$ cat config.mk
export PLATFORM = sky130hd
export DESIGN_NAME = imem_loader
export DESIGN_NICKNAME = d
export VERILOG_FILES = /design/src/rtl/imem_loader.sv
export SDC_FILE = /design/constraint.sdc
export NUM_CORES = 1
export LEC_CHECK = 0
export BUFFER_PORTS_ARGS = -buffer_cell sky130_fd_sc_hd__buf_2
export CAP_MARGIN = 30
export CORE_MARGIN = 10
export CORE_UTILIZATION = 54
export CTS_CLUSTER_DIAMETER = 40
export DETAILED_ROUTE_END_ITERATION = 8
export PLACE_DENSITY = 0.79
export SLEW_MARGIN = 20
export SYNTH_ARGS = -nofsm -noshare
export SYNTH_HDL_FRONTEND = slang
export SYNTH_SLANG_ARGS = --single-unit
$ cat constraint.sdc
create_clock -name clk -period 2.6 [get_ports clk]
set_input_delay 0 -clock clk [delete_from_list [all_inputs] [get_ports clk]]
set_output_delay 0 -clock clk [all_outputs]
set_load 0.05 [all_outputs]
$ cat src/rtl/imem_loader.sv
// imem_loader: streams a program image from a byte source into the
// instruction memory. The image is a 16-bit big-endian word count followed
// by that many big-endian 32-bit words. The words are written one per write
// cycle from word address 0 upward, and busy holds the CPU until the load ends.
module imem_loader #(
    parameter int ADDR_W = 6
) (
    input  logic              clk,
    input  logic              reset,
    input  logic              start,
    input  logic [7:0]        rx_data,
    input  logic              rx_valid,
    output logic              rx_ready,
    output logic              wr_en,
    output logic [31:0]       wr_addr,
    output logic [31:0]       wr_data,
    output logic              busy,
    output logic              done,
    output logic              error,
    output logic [ADDR_W:0]   words_loaded
);

    typedef enum logic [2:0] {
        IDLE   = 3'd0,
        HDR_HI = 3'd1,
        HDR_LO = 3'd2,
        DATA   = 3'd3,
        DONE   = 3'd4,
        ERR    = 3'd5
    } state_t;

    // Memory depth, widened to 17 bits so a 16-bit header compares cleanly.
    localparam logic [16:0] DEPTH = 17'(2 ** ADDR_W);

    state_t              state, state_nxt;
    logic [15:0]         count;       // header word count
    logic [ADDR_W-1:0]   word_idx;    // index of the word being assembled
    logic [1:0]          byte_cnt;    // byte position within the current word
    logic [23:0]         asm_q;       // first three bytes of the current word

    logic                accept;
    logic [15:0]         hdr_count;
    logic                word_done;
    logic                last_word;

    assign accept    = rx_valid && rx_ready;
    // Full header as it stands on the edge that takes the low byte.
    assign hdr_count = {count[15:8], rx_data};
    assign word_done = accept && (state == DATA) && (byte_cnt == 2'd3);
    assign last_word = (16'(words_loaded) + 16'd1) == count;

    // State register.
    always_ff @(posedge clk) begin
        if (reset) state <= IDLE;
        else       state <= state_nxt;
    end

    // Next-state logic.
    always_comb begin
        state_nxt = state;
        case (state)
            IDLE, DONE, ERR: begin
                if (start) state_nxt = HDR_HI;
            end
            HDR_HI: begin
                if (accept) state_nxt = HDR_LO;
            end
            HDR_LO: begin
                if (accept) begin
                    if (hdr_count == 16'd0)
                        state_nxt = DONE;
                    else if ({1'b0, hdr_count} > DEPTH)
                        state_nxt = ERR;
                    else
                        state_nxt = DATA;
                end
            end
            DATA: begin
                // busy falls together with the final write strobe.
                if (word_done && last_word) state_nxt = DONE;
            end
            default: state_nxt = IDLE;
        endcase
    end

    // State-decoded outputs. The byte port is open only while loading.
    always_comb begin
        rx_ready = 1'b0;
        busy     = 1'b0;
        done     = 1'b0;
        error    = 1'b0;
        case (state)
            HDR_HI, HDR_LO, DATA: begin
                rx_ready = 1'b1;
                busy     = 1'b1;
            end
            DONE:    done  = 1'b1;
            ERR:     error = 1'b1;
            default: ;
        endcase
    end

    // Header capture, word assembly and the registered memory write port.
    always_ff @(posedge clk) begin
        if (reset) begin
            count        <= '0;
            word_idx     <= '0;
            byte_cnt     <= '0;
            asm_q        <= '0;
            wr_en        <= 1'b0;
            wr_addr      <= '0;
            wr_data      <= '0;
            words_loaded <= '0;
        end else begin
            // The strobe lasts exactly the cycle after a word completes.
            wr_en <= word_done;

            if (start && !busy) begin
                word_idx     <= '0;
                byte_cnt     <= '0;
                words_loaded <= '0;
            end

            if (accept && state == HDR_HI) count[15:8] <= rx_data;
            if (accept && state == HDR_LO) count[7:0]  <= rx_data;

            if (accept && state == DATA) begin
                byte_cnt <= byte_cnt + 2'd1;
                if (byte_cnt != 2'd3) begin
                    asm_q <= {asm_q[15:0], rx_data};
                end else begin
                    wr_data      <= {asm_q, rx_data};
                    wr_addr      <= {{(30-ADDR_W){1'b0}}, word_idx, 2'b00};
                    words_loaded <= words_loaded + (ADDR_W+1)'(1);
                    // Hold the index on the final word so a full image
                    // never wraps it back to zero.
                    if (!last_word) word_idx <= word_idx + ADDR_W'(1);
                end
            end
        end
    end

endmodule
==> metrics.sh <==
SYNTH.MOST_COMMON_CELL='nand2_1'
CRITICAL_PATH_REQUIRED_NS=2.91
GRT_UTIL_ALL_LAYERS_PCT=17.1
SYNTH_LARGEST_TYPE_AREA_FRACTION_PCT=46.3
FINAL_MIN_PERIOD_OVER_CLOCK_PERIOD_PCT=91.2
CLK_PATH_BUF_DEPTH=2
FIRSTDRTPASSITERS=5
VIASPERCELL=5.32
POSTLAYOUTCELLAREA_SQ_MM=0.00475
POST_CTS.REPAIR.SETUP_BUFFERS=0
FIN_CELLS=687
P_PER_AREA_mW_PER_MM2=704
AVGSYNTHCELLAREA_SQ_UM=7.97
DP_CELLS=661
MULTI_INPUT_LOGIC_AREA_SQ_MM=0.00199
PRE_CTS_WS_NS=0.152
ANT_NETS=0
ANTENNA_CELLS=0
TOTALNEGATIVESETUPSLACK_NS=0
REMAINING_DRC_ERRORS=0
MAX_FREQ_GHz=0.422
POST_DETAILED_PLACEMENT_CELL_AREA_SQ_MM=0.00443
CTSHTREEMAXLEVEL=3
FIN_UTIL_PCT=62.1
GRT.MET3_USAGE_PCT=4.34
WORSTSETUPSTARTPOINTTYPE='register'
SETUP_REPAIR_AFTER_GLOBAL_ROUTING_MISSED_ITS_MARGIN='false'
YOSYSTOPAREACELL='dfxtp_1'
YS_TYPES=46
SLEW_HEADROOM_PCT=45.7
YS_SEQ_AREA_SHARE_PCT=46.3
FILLER_CELL_COUNT=695
INITIAL_CORE_UTIL_PCT=54.9
WORST_SETUP_PATH_STARTPOINT='words_loaded[0]$_SDFF_PP0_'
MAXSLEWVIOLCOUNT=0
DRV_CAP=0
CTS-BUFFERS-INSERTED=9
INITIAL_ANTENNA_VIOLATION_COUNT=0
YS_ASYNC_SR_FRACTION_PCT=0
SYNTH.CELL_AREA_SQ_MM=0.00420
CTS_TREE='done'
VIAS_IN_THE_FIRST_GLOBAL_ROUTE=3439
FLOORPLAN.IO_PINS=88
PERIOD_NEEDED_NS=2.37
RUN_STATUS='finished, final reports clean'
ROWS=32
SETUP_SLACK_NS=0.230
HP-CLASS='in2reg'
ROUTABILITYCONGESTION=0.879
GR-MAX-USAGE-LAYER='met2'
R2R_START='words_loaded[0]$_SDFF_PP0_'
DRT-INITIAL-DRC-COUNT=253
CRITICAL_PATH.MAX_FANOUT=13
POWER.IR.VDD_WORST_mV=0.451
SYNTH_ENABLE_FLOP_CELLS=0
GRTUSAGEMET2_PCT=27.4
GRT_UTIL_MET1_PCT=21.1
TOTAL_VIA_COUNT_AFTER_DETAILED_ROUTING=3652
FINAL-SETUP-VIOL-COUNT=0
SYNTH_COMMON_CELLS='nand2_1, dfxtp_1, a21oi_1'
CRITICAL_PATH_CLASS='reg2reg'
CLKSLEWWORSTSETUPHOLDPATHS_NS=0.10
CELL_LEAKAGE_POWER_nW=1.89
HP_START='rx_valid'
CTS_ROOT_BUFFER='clkbuf_8'
FRACTION_OF_LAYOUT_INSTANCES_USING_A_DRIVE_STRENGTH_ABOVE_1_PCT=15.6
DESIGN.CORE.AREA_SQ_MM=0.00765
WORST_SLEW_PIN_SLEW_NS=0.814
LAYOUT.AREA.SEQ_SQ_MM=0.00194
WORSTPATHARRIVAL_NS=2.68
GLOBAL_ROUTE.OVERFLOW_TOTAL=0
BUFFER_PORTS.INSERTED=61
CLKSINKCOUNT=97
CP-END-KIND='register'
WL_PER_CELL_UM=14.5
WL_MM=9.98
FINAL_NET_COUNT=595
DIE_HEIGHT_UM=108
SYN-INSTANCE-COUNT=527
SYNTHTOLAYOUTAREAGROWTH_PCT=13.1
SYNTH-WARNING-COUNT=0
GRT_FIRST_PASS_WIRELENGTH_MM=16.6
YS.FLOP_TYPE='dfxtp_1'
DIEWIDTH_UM=108
WORSTSKEWPAIRLATENCY_NS=0.36
REPORT.POWER.TOTAL_mW=3.34
PLACE_HPWL_MM=6.92
GRT_START_MAX_NET_PINS=83
HOLD_WS_NS=0.0869
TOTAL_COUNT_OF_HOLD_CHECK_FAILURES_IN_THE_FINAL_REPORT=0
SYNTH.FF_LATCH_COUNT=97
SYNTH.TOP_CELLS.BY_AREA='dfxtp_1, nand2_1, a21oi_1'
DIE_AREA_SQ_MM=0.0117
FINCLKSKEW_NS=0.0103
[state kept, by name (all words and copies together), names as in the netlist]
signal	count
wr_data	32
asm_q	24
count	16
words_loaded	7
word_idx	6
wr_addr	6
state	3
byte_cnt	2
wr_en	1
[kinds of logic after synthesis]
logic type	share of synthesized area, %
AOI/OAI and AO/OA	14.2
xor gates and xnor gates	1.88
adders and majority gates	0.894
buffers and inverters	8.58
DFF	46.3
muxes	4.77
other	0.0893
and+or+nand+nor	23.4
[per-layer routing]
metal | up-vias | wire length, um
li1 | 1825 | -
met1 | 1681 | 4320
met2 | 125 | 4670
met3 | 21 | 744
met4 | 0 | 250
met5 | - | 0
[repair_timing]
action / in CTS / in global routing
hold buffers: 10 / 0
endpoints found under the hold margin: 34 / 0
setup endpoints to repair: 0 / 2
gates resized for setup: 0 / 1
[worst max-delay path, cell delays in order, from the launching register on]
cell	delay, ns
dfxtp_1	0.52
ha_2	0.39
a21oi_1	0.06
o21ai_0	0.19
nand2_1	0.08
o2111a_2	0.34
or4b_2	0.63
nand2_1	0.09
[layout by cell type (no fill, tap or decap), types with 5 or more instances in the layout]
cell	netlist	routed
a21oi_1	79	79
buf_2	0	61
buf_4	28	6
clkbuf_8	0	10
conb_1	1	26
dfxtp_1	97	97
dlygate4sd3_1	0	10
inv_1	6	6
mux2i_1	20	20
nand2_1	144	144
nand3_1	11	11
nor2_1	32	31
nor3_1	5	5
nor3b_1	5	5
nor4_1	6	6
o21ai_0	7	7
xor2_1	5	5
[final timing paths]
path | to | slack, ns | depth (start not counted)
setup / recovery | word_idx[2]$_SDFF_PP0_ | 0.23 | 7
setup reg to reg | word_idx[2]$_SDFF_PP0_ | 0.23 | 7
hold / removal | state[0]$_SDFFE_PP0P_ | 0.09 | 4
hold reg to reg | wr_data[17]$_SDFFE_PP0P_ | 0.46 | 2
[cell type report]
class | instances | share of cell area, %
clock buffer | 10 | 2.90
sequential | 97 | 40.9
inverter | 6 | 0.474
timing repair buffer | 77 | 9.49
tap | 102 | 2.69
clock inverter | 6 | 1.53
multi-input combinational | 389 | 42.0
[where the power goes]
group	switching, mW	leakage (nW)	total [mW]	internal, mW
sequential	0.0802	0.782	1.62	1.54
combinational	0.485	0.996	0.688	0.203
clock	0.544	0.109	1.03	0.485
total	1.11	1.89	3.34	2.23
No activity file was read; power rests on OpenSTA's default activity.
